--- config.mk ---
export PLATFORM = sky130hd
export DESIGN_NAME = memu_flat
export DESIGN_NICKNAME = d
export VERILOG_FILES = /design/src/rtl/memu_if.sv /design/src/rtl/memu.sv /design/src/flat_wrapper.sv
export SDC_FILE = /design/constraint.sdc
export NUM_CORES = 2
export LEC_CHECK = 0
export CAP_MARGIN = 20
export CORE_ASPECT_RATIO = 0.7
export CORE_UTILIZATION = 25
export DETAILED_ROUTE_END_ITERATION = 10
export GPL_TIMING_DRIVEN = 0
export PLACE_DENSITY = 0.42
export SLEW_MARGIN = 10
export SYNTH_ARGS = -nofsm -noshare
export SYNTH_HDL_FRONTEND = slang
export SYNTH_SLANG_ARGS = --single-unit
--- constraint.sdc ---
create_clock -name clk -period 17.1 [get_ports clk]
set_clock_uncertainty 0.2 [all_clocks]
set_input_delay 3.42 -clock clk [delete_from_list [all_inputs] [get_ports clk]]
set_output_delay 3.42 -clock clk [all_outputs]
set_load 0.01 [all_outputs]
--- src/rtl/memu_if.sv ---
// Memory-port and loader bundle between memu and its masters (dispatchu core side and byte loader).
interface memu_if;
    logic [31:0] addr;
    logic [15:0] memOut;
    logic        memWrite;
    logic [15:0] memDat;
    logic        ldValid;
    logic [7:0]  ldByte;
    logic        ldLast;
    logic        ldReady;

    modport master (
        output addr, memOut, memWrite, ldValid, ldByte, ldLast,
        input  memDat, ldReady
    );

    modport slave (
        input  addr, memOut, memWrite, ldValid, ldByte, ldLast,
        output memDat, ldReady
    );
endinterface

--- src/rtl/memu.sv ---
// Word-addressed RAM responder with a big-endian byte loader that holds the core off until the image is in.
// Optional MEMU_OOR_TRAP_EN: flag and block RUN accesses with nonzero address bits above ADDR_BITS.
//
// state   | meaning
// LOAD_HI | waiting for the high byte of the next image word
// LOAD_LO | high byte held, waiting for the low byte
// RUN     | image loaded, core owns the memory port until reset
module memu #(
    parameter int ADDR_BITS = 8
) (
    input  logic               clk,
    input  logic               rstN,
    memu_if.slave              bus,
    output logic               cpuRun,
    output logic [ADDR_BITS:0] loadCount,
    output logic               fault
);
    localparam int DEPTH = 1 << ADDR_BITS;
    localparam logic [ADDR_BITS:0] LAST_IDX = (ADDR_BITS + 1)'(DEPTH - 1);

    typedef enum logic [1:0] {LOAD_HI, LOAD_LO, RUN} state_t;

    state_t               state_q, state_d;
    logic [7:0]           hi_q, hi_d;
    logic [ADDR_BITS:0]   load_count_q, load_count_d;
    logic [ADDR_BITS-1:0] sel_q, sel_d;
    logic                 oor_sel_q, oor_sel_d;
    logic                 fault_q, fault_d;

    logic [15:0]          mem [DEPTH];
    logic                 wr_en;
    logic [ADDR_BITS-1:0] wr_idx;
    logic [15:0]          wr_data;
    logic                 running;
    logic                 ld_take;
    logic                 oor_acc;

    assign running = (state_q == RUN);
    assign ld_take = bus.ldValid && !running;

`ifdef MEMU_OOR_TRAP_EN
    assign oor_acc = running && (bus.addr[31:ADDR_BITS] != '0);
`else
    logic unused_addr_hi;
    assign unused_addr_hi = |bus.addr[31:ADDR_BITS];
    assign oor_acc = 1'b0;
`endif

    always_comb begin
        state_d      = state_q;
        hi_d         = hi_q;
        load_count_d = load_count_q;
        sel_d        = sel_q;
        oor_sel_d    = oor_sel_q;
        fault_d      = fault_q | oor_acc;
        wr_en        = 1'b0;
        wr_idx       = load_count_q[ADDR_BITS-1:0];
        wr_data      = {hi_q, bus.ldByte};
        case (state_q)
            LOAD_HI: begin
                if (ld_take) begin
                    hi_d = bus.ldByte;
                    if (bus.ldLast) begin
                        wr_en        = 1'b1;
                        wr_data      = {bus.ldByte, 8'h00};
                        load_count_d = load_count_q + 1'b1;
                        state_d      = RUN;
                    end else begin
                        state_d = LOAD_LO;
                    end
                end
            end
            LOAD_LO: begin
                if (ld_take) begin
                    wr_en        = 1'b1;
                    load_count_d = load_count_q + 1'b1;
                    // Filling the last word forces RUN so loadCount saturates at DEPTH.
                    state_d      = (bus.ldLast || load_count_q == LAST_IDX) ? RUN : LOAD_HI;
                end
            end
            RUN: begin
                if (bus.memWrite) begin
                    wr_en   = !oor_acc;
                    wr_idx  = bus.addr[ADDR_BITS-1:0];
                    wr_data = bus.memOut;
                end else begin
                    sel_d     = bus.addr[ADDR_BITS-1:0];
                    oor_sel_d = oor_acc;
                end
            end
            default: state_d = LOAD_HI;
        endcase
    end

    always_ff @(posedge clk or negedge rstN) begin
        if (!rstN) begin
            state_q      <= LOAD_HI;
            hi_q         <= 8'h00;
            load_count_q <= '0;
            sel_q        <= '0;
            oor_sel_q    <= 1'b0;
            fault_q      <= 1'b0;
        end else begin
            state_q      <= state_d;
            hi_q         <= hi_d;
            load_count_q <= load_count_d;
            sel_q        <= sel_d;
            oor_sel_q    <= oor_sel_d;
            fault_q      <= fault_d;
        end
    end

    // RAM deliberately survives reset so a reload only rewrites what the new image covers.
    always_ff @(posedge clk) begin
        if (wr_en) begin
            mem[wr_idx] <= wr_data;
        end
    end

    assign bus.memDat  = (running && !oor_sel_q) ? mem[sel_q] : 16'h0000;
    assign bus.ldReady = !running;
    assign cpuRun      = running;
    assign loadCount   = load_count_q;
    assign fault       = fault_q;
endmodule

--- src/flat_wrapper.sv ---
// flat-port wrapper written by rule: the top's interface ports become plain ports
module memu_flat 
#(
    parameter int ADDR_BITS = 8
)
  (clk, rstN, cpuRun, loadCount, fault, bus_addr, bus_memOut, bus_memWrite, bus_ldValid, bus_ldByte, bus_ldLast, bus_memDat, bus_ldReady);
  memu_if bus_i ();
  input  logic clk;
  input  logic rstN;
  output logic cpuRun;
  output logic [ADDR_BITS:0] loadCount;
  output logic fault;
  input wire logic [$bits(bus_i.addr)-1:0] bus_addr;
  input wire logic [$bits(bus_i.memOut)-1:0] bus_memOut;
  input wire logic [$bits(bus_i.memWrite)-1:0] bus_memWrite;
  input wire logic [$bits(bus_i.ldValid)-1:0] bus_ldValid;
  input wire logic [$bits(bus_i.ldByte)-1:0] bus_ldByte;
  input wire logic [$bits(bus_i.ldLast)-1:0] bus_ldLast;
  output wire logic [$bits(bus_i.memDat)-1:0] bus_memDat;
  output wire logic [$bits(bus_i.ldReady)-1:0] bus_ldReady;
  assign bus_i.addr = bus_addr;
  assign bus_i.memOut = bus_memOut;
  assign bus_i.memWrite = bus_memWrite;
  assign bus_i.ldValid = bus_ldValid;
  assign bus_i.ldByte = bus_ldByte;
  assign bus_i.ldLast = bus_ldLast;
  assign bus_memDat = bus_i.memDat;
  assign bus_ldReady = bus_i.ldReady;
  memu #(.ADDR_BITS(ADDR_BITS)) u_core (.clk(clk), .rstN(rstN), .bus(bus_i), .cpuRun(cpuRun), .loadCount(loadCount), .fault(fault));
endmodule
==> metrics.csv <==
stage,metric,value,unit
logic_synthesis,average size of a mapped cell,21.0,µm²
logic_synthesis,top post-synthesis cells by area,"edfxtp_1 77%, mux4_2 11%, mux2i_1 2.9%",
worst_setup_path,R2R Setup Slk,11.81,ns
timing,FMAX,0.0793,GHz
timing,Slew Limit Fails,1,
timing,RSZ-0062 raised after global routing,no,
clock_network,CTS Root Cell,clkbuf_16,
logic_synthesis,synth warn,0,
worst_hold_path,hold depth,1,
logic_synthesis,Cells after Synth,7593,
worst_setup_path,Critical R2R Launch,u_core.state_q[0]$_DFFE_PN0P_,
timing,setup violators final,0,
worst_setup_path,Setup CP Type,reg2out,
logic_synthesis,Synth top area share,77.2,%
grt,largest net degree at the start of global routing,81,
die,core box area,633000,µm²
routing,vias post-DR,95500,
worst_hold_path,type of the worst min-delay path,reg2reg,
logic_synthesis,"Seq/Total Area, Yosys",77.6,%
logic_synthesis,synthesized flop and latch total,4123,
power_and_ir_drop,Worst VDD drop,0.000131,V
clock_network,"buffers from clock root to sink, at most",4,
clock_network,clock sink total,4123,
logic_synthesis,Most used DFF post-synth,edfxtp_1,
timing,Worst Max-Slew Pin Slew,1.49,ns
cells_and_area,area delta synth->final,22.1,%
placement,I/O Buffers,63,
clock_network,cts repair resizes,0,
cells_and_area,fillcell total,60800,
worst_setup_path,CP max FO,13,
worst_setup_path,CP cell instances,"buf_2, buf_4, buf_2, buf_2, buf_2, mux4_2, o22ai_1, o21ai_0, nand4_1, o21ai_1, clkdlybuf4s50_1",
clock_network,number of CTS-inserted buffers,400,
worst_setup_path,critical path's slowest cell,buf_2,
placement,Placed Area,181000,µm²
timing,crit path time final,12.61,ns
worst_setup_path,CP peak stage delay,1.04,ns
cells_and_area,nets,8548,
grt,vias in the first global route,86900,
clock_network,CTS tree,yes,
logic_synthesis,synthesized cell area,159000,µm²
logic_synthesis,count of different cell masters after synthesis,76,
die,Die Width,956,µm
logic_synthesis,Synth async-reset ratio,0.655,%
clock_network,Worst-Skew Late Latency,1.00,ns
cells_and_area,area of the multi-input gates,35000,µm²
cells_and_area,share of layout cells above drive strength 1,28.2,%
placement,HPWL after DPL,596000,µm
cells_and_area,fin util,30.7,%
power_and_ir_drop,Power Total,37.3,mW
clock_network,H-tree depth,5,
timing,final worst-path cycle share,73.7,%
worst_setup_path,CP dominant cell by count,buf_2,
timing,Sum Neg Setup Slack,0,ns
worst_hold_path,hold_sp,u_core.state_q[1]$_DFFE_PN0P_,
cells_and_area,Non-Filler Instances,17400,
die,die area,641000,µm²
cells_and_area,post-route cell area,195000,µm²
routing,Iteration-0 DRC Markers,17600,
power_and_ir_drop,Pleak,60.0,nW
die,Initial Util,25.2,%
worst_setup_path,"delay-heaviest family, CP",buffers and inverters,
clock_network,CTS clock-pin slew for the worst setup and hold paths,0.07,ns
clock_network,CTS Hold Bufs,0,
outcome,status,"complete, but fails checks",
clock_network,# Post-CTS Setup Buffers,0,
timing,Max-slew headroom,-0.520,%
worst_setup_path,Critical Path AT,8.99,ns
worst_setup_path,CP bufs+invs,6,
cells_and_area,"most common cell after layout, fill and taps aside",edfxtp_1,
grt,first-pass GRT wire length,988000,µm
die,Ports,89,
grt,initial antenna violation count,141,
routing,DRC Markers,0,
routing,drt wl/cell,46.0,µm
logic_synthesis,syn nets,7656,
outcome,violated checks,"capacitance limit, slew limit",
worst_setup_path,worst path required time,13.48,ns
grt,gr ovfl total,0,
die,site row count,244,
logic_synthesis,Post-synth EDFFs,4096,
cells_and_area,FF+latch area,124000,µm²
logic_synthesis,post-synth top area cell,edfxtp_1,
worst_setup_path,Worst Setup End Kind,primary output,
placement,routability cong.,1.07,
job,max-cap violations,1,
timing,final hold vios,0,
routing,Pre-antenna DRT Iters,9,
cells_and_area,"commonest non-fill, non-tap cells in the layout","4,096 x edfxtp_1, 780 x mux4_2, 465 x mux2i_1",
routing,post-route ant nets,0,
worst_hold_path,hold worst-path end,u_core.state_q[0]$_DFFE_PN0P_,
placement,placed insts,16600,
worst_setup_path,R2R Path End,u_core.mem[72][10]$_DFFE_PP_,
grt,Overall Global Routing Usage,24.1,%
power_and_ir_drop,Pwr Density,192,nW/µm²
worst_setup_path,cells on worst reg2reg path,11,
routing,final wirelength,799000,µm
die,die height,670,µm
routing,vias per inst,5.50,
worst_setup_path,CP Launch Type,flip-flop,
-- layout make-up --
class	count	share of cell area [%]
timing repair buffer	490	4.55
clock inverter	255	1.37
inverter	6	0.0116
buffer	446	1.56
clock buffer	471	5.36
tap	8487	5.46
antenna	68	0.0875
sequential	4123	63.6
multi-input combinational	3018	18.0
-- how the worst max path moves through the flow --
stage / startpoint / depth (start not counted) / to
3_3_place_gp: bus_memWrite / 6 / u_core.mem[177][15]$_DFFE_PP_
6_report: u_core.sel_q[1]$_DFFE_PN0P_ / 11 / bus_memDat[3]
3_5_place_dp: u_core.sel_q[1]$_DFFE_PN0P_ / 11 / bus_memDat[5]
4_1_cts: u_core.sel_q[1]$_DFFE_PN0P_ / 11 / bus_memDat[5]
2_1_floorplan: bus_memWrite / 6 / u_core.mem[0][13]$_DFFE_PP_
5_1_grt: u_core.sel_q[1]$_DFFE_PN0P_ / 11 / bus_memDat[3]
-- kinds of logic (layout without fill, tap and decap cells) --
logic type	count (synthesis)	count (layout)	synth area share [%]
flip-flops	4123	4123	77.6
buffers and inverters	452	1668	1.83
AND/OR/NAND/NOR	959	959	2.77
XOR/XNOR	7	7	0.0385
AO/OA/AOI/OAI	762	762	3.30
adder cells (fa/ha/maj)	2	2	0.0157
other	1	69	0.00235
multiplexers	1287	1287	14.4
-- metrics by stage --
stage	worst slack [ns]	hold WS, ns
after floorplan	0.378	0.227
after global placement	-19.65	0.258
after detailed placement	5.65	0.263
after CTS	4.59	0.272
after global routing	5.08	0.303
final	4.49	0.281
-- sequential cells by signal (all words and copies together) (netlist names) --
register / flops
u_core.state_q: 2
u_core.sel_q: 8
u_core.hi_q: 8
u_core.loadCount: 9
u_core.mem: 4096
-- power breakdown --
group	internal, mW	switching (mW)	leakage (nW)
logic	4.07	11.4	16.3
registers	12.5	0.0481	37.3
clock network	5.12	4.11	6.39
-- cell usage after synthesis (13+ instances only) --
master	number
a22oi_1	95
buf_2	98
mux4_2	780
nand3_1	90
nor4_1	53
a31oi_1	17
nand3b_1	18
nand2_1	186
nor3_1	130
a211oi_1	47
buf_1	36
buf_8	23
o21bai_1	13
o221ai_1	122
a2111oi_0	18
o22ai_1	204
o21ai_0	101
mux4_1	21
a21oi_1	79
buf_4	44
nand4_1	48
clkbuf_1	161
edfxtp_1	4096
mux2_2	20
dfrtp_1	27
buf_6	72
and3_1	20
mux2i_1	466
nor2_1	368
a22o_1	13
-- layer usage --
layer	share of wire, %	global-route usage, %	up-vias
met5	0.19	1.33	-
met4	5.0	10.0	48
met3	15	12.5	1278
met2	38	30.8	7679
met1	42	33.6	52600
li1	-	-	33900
No activity file was read; power rests on OpenSTA's default activity.
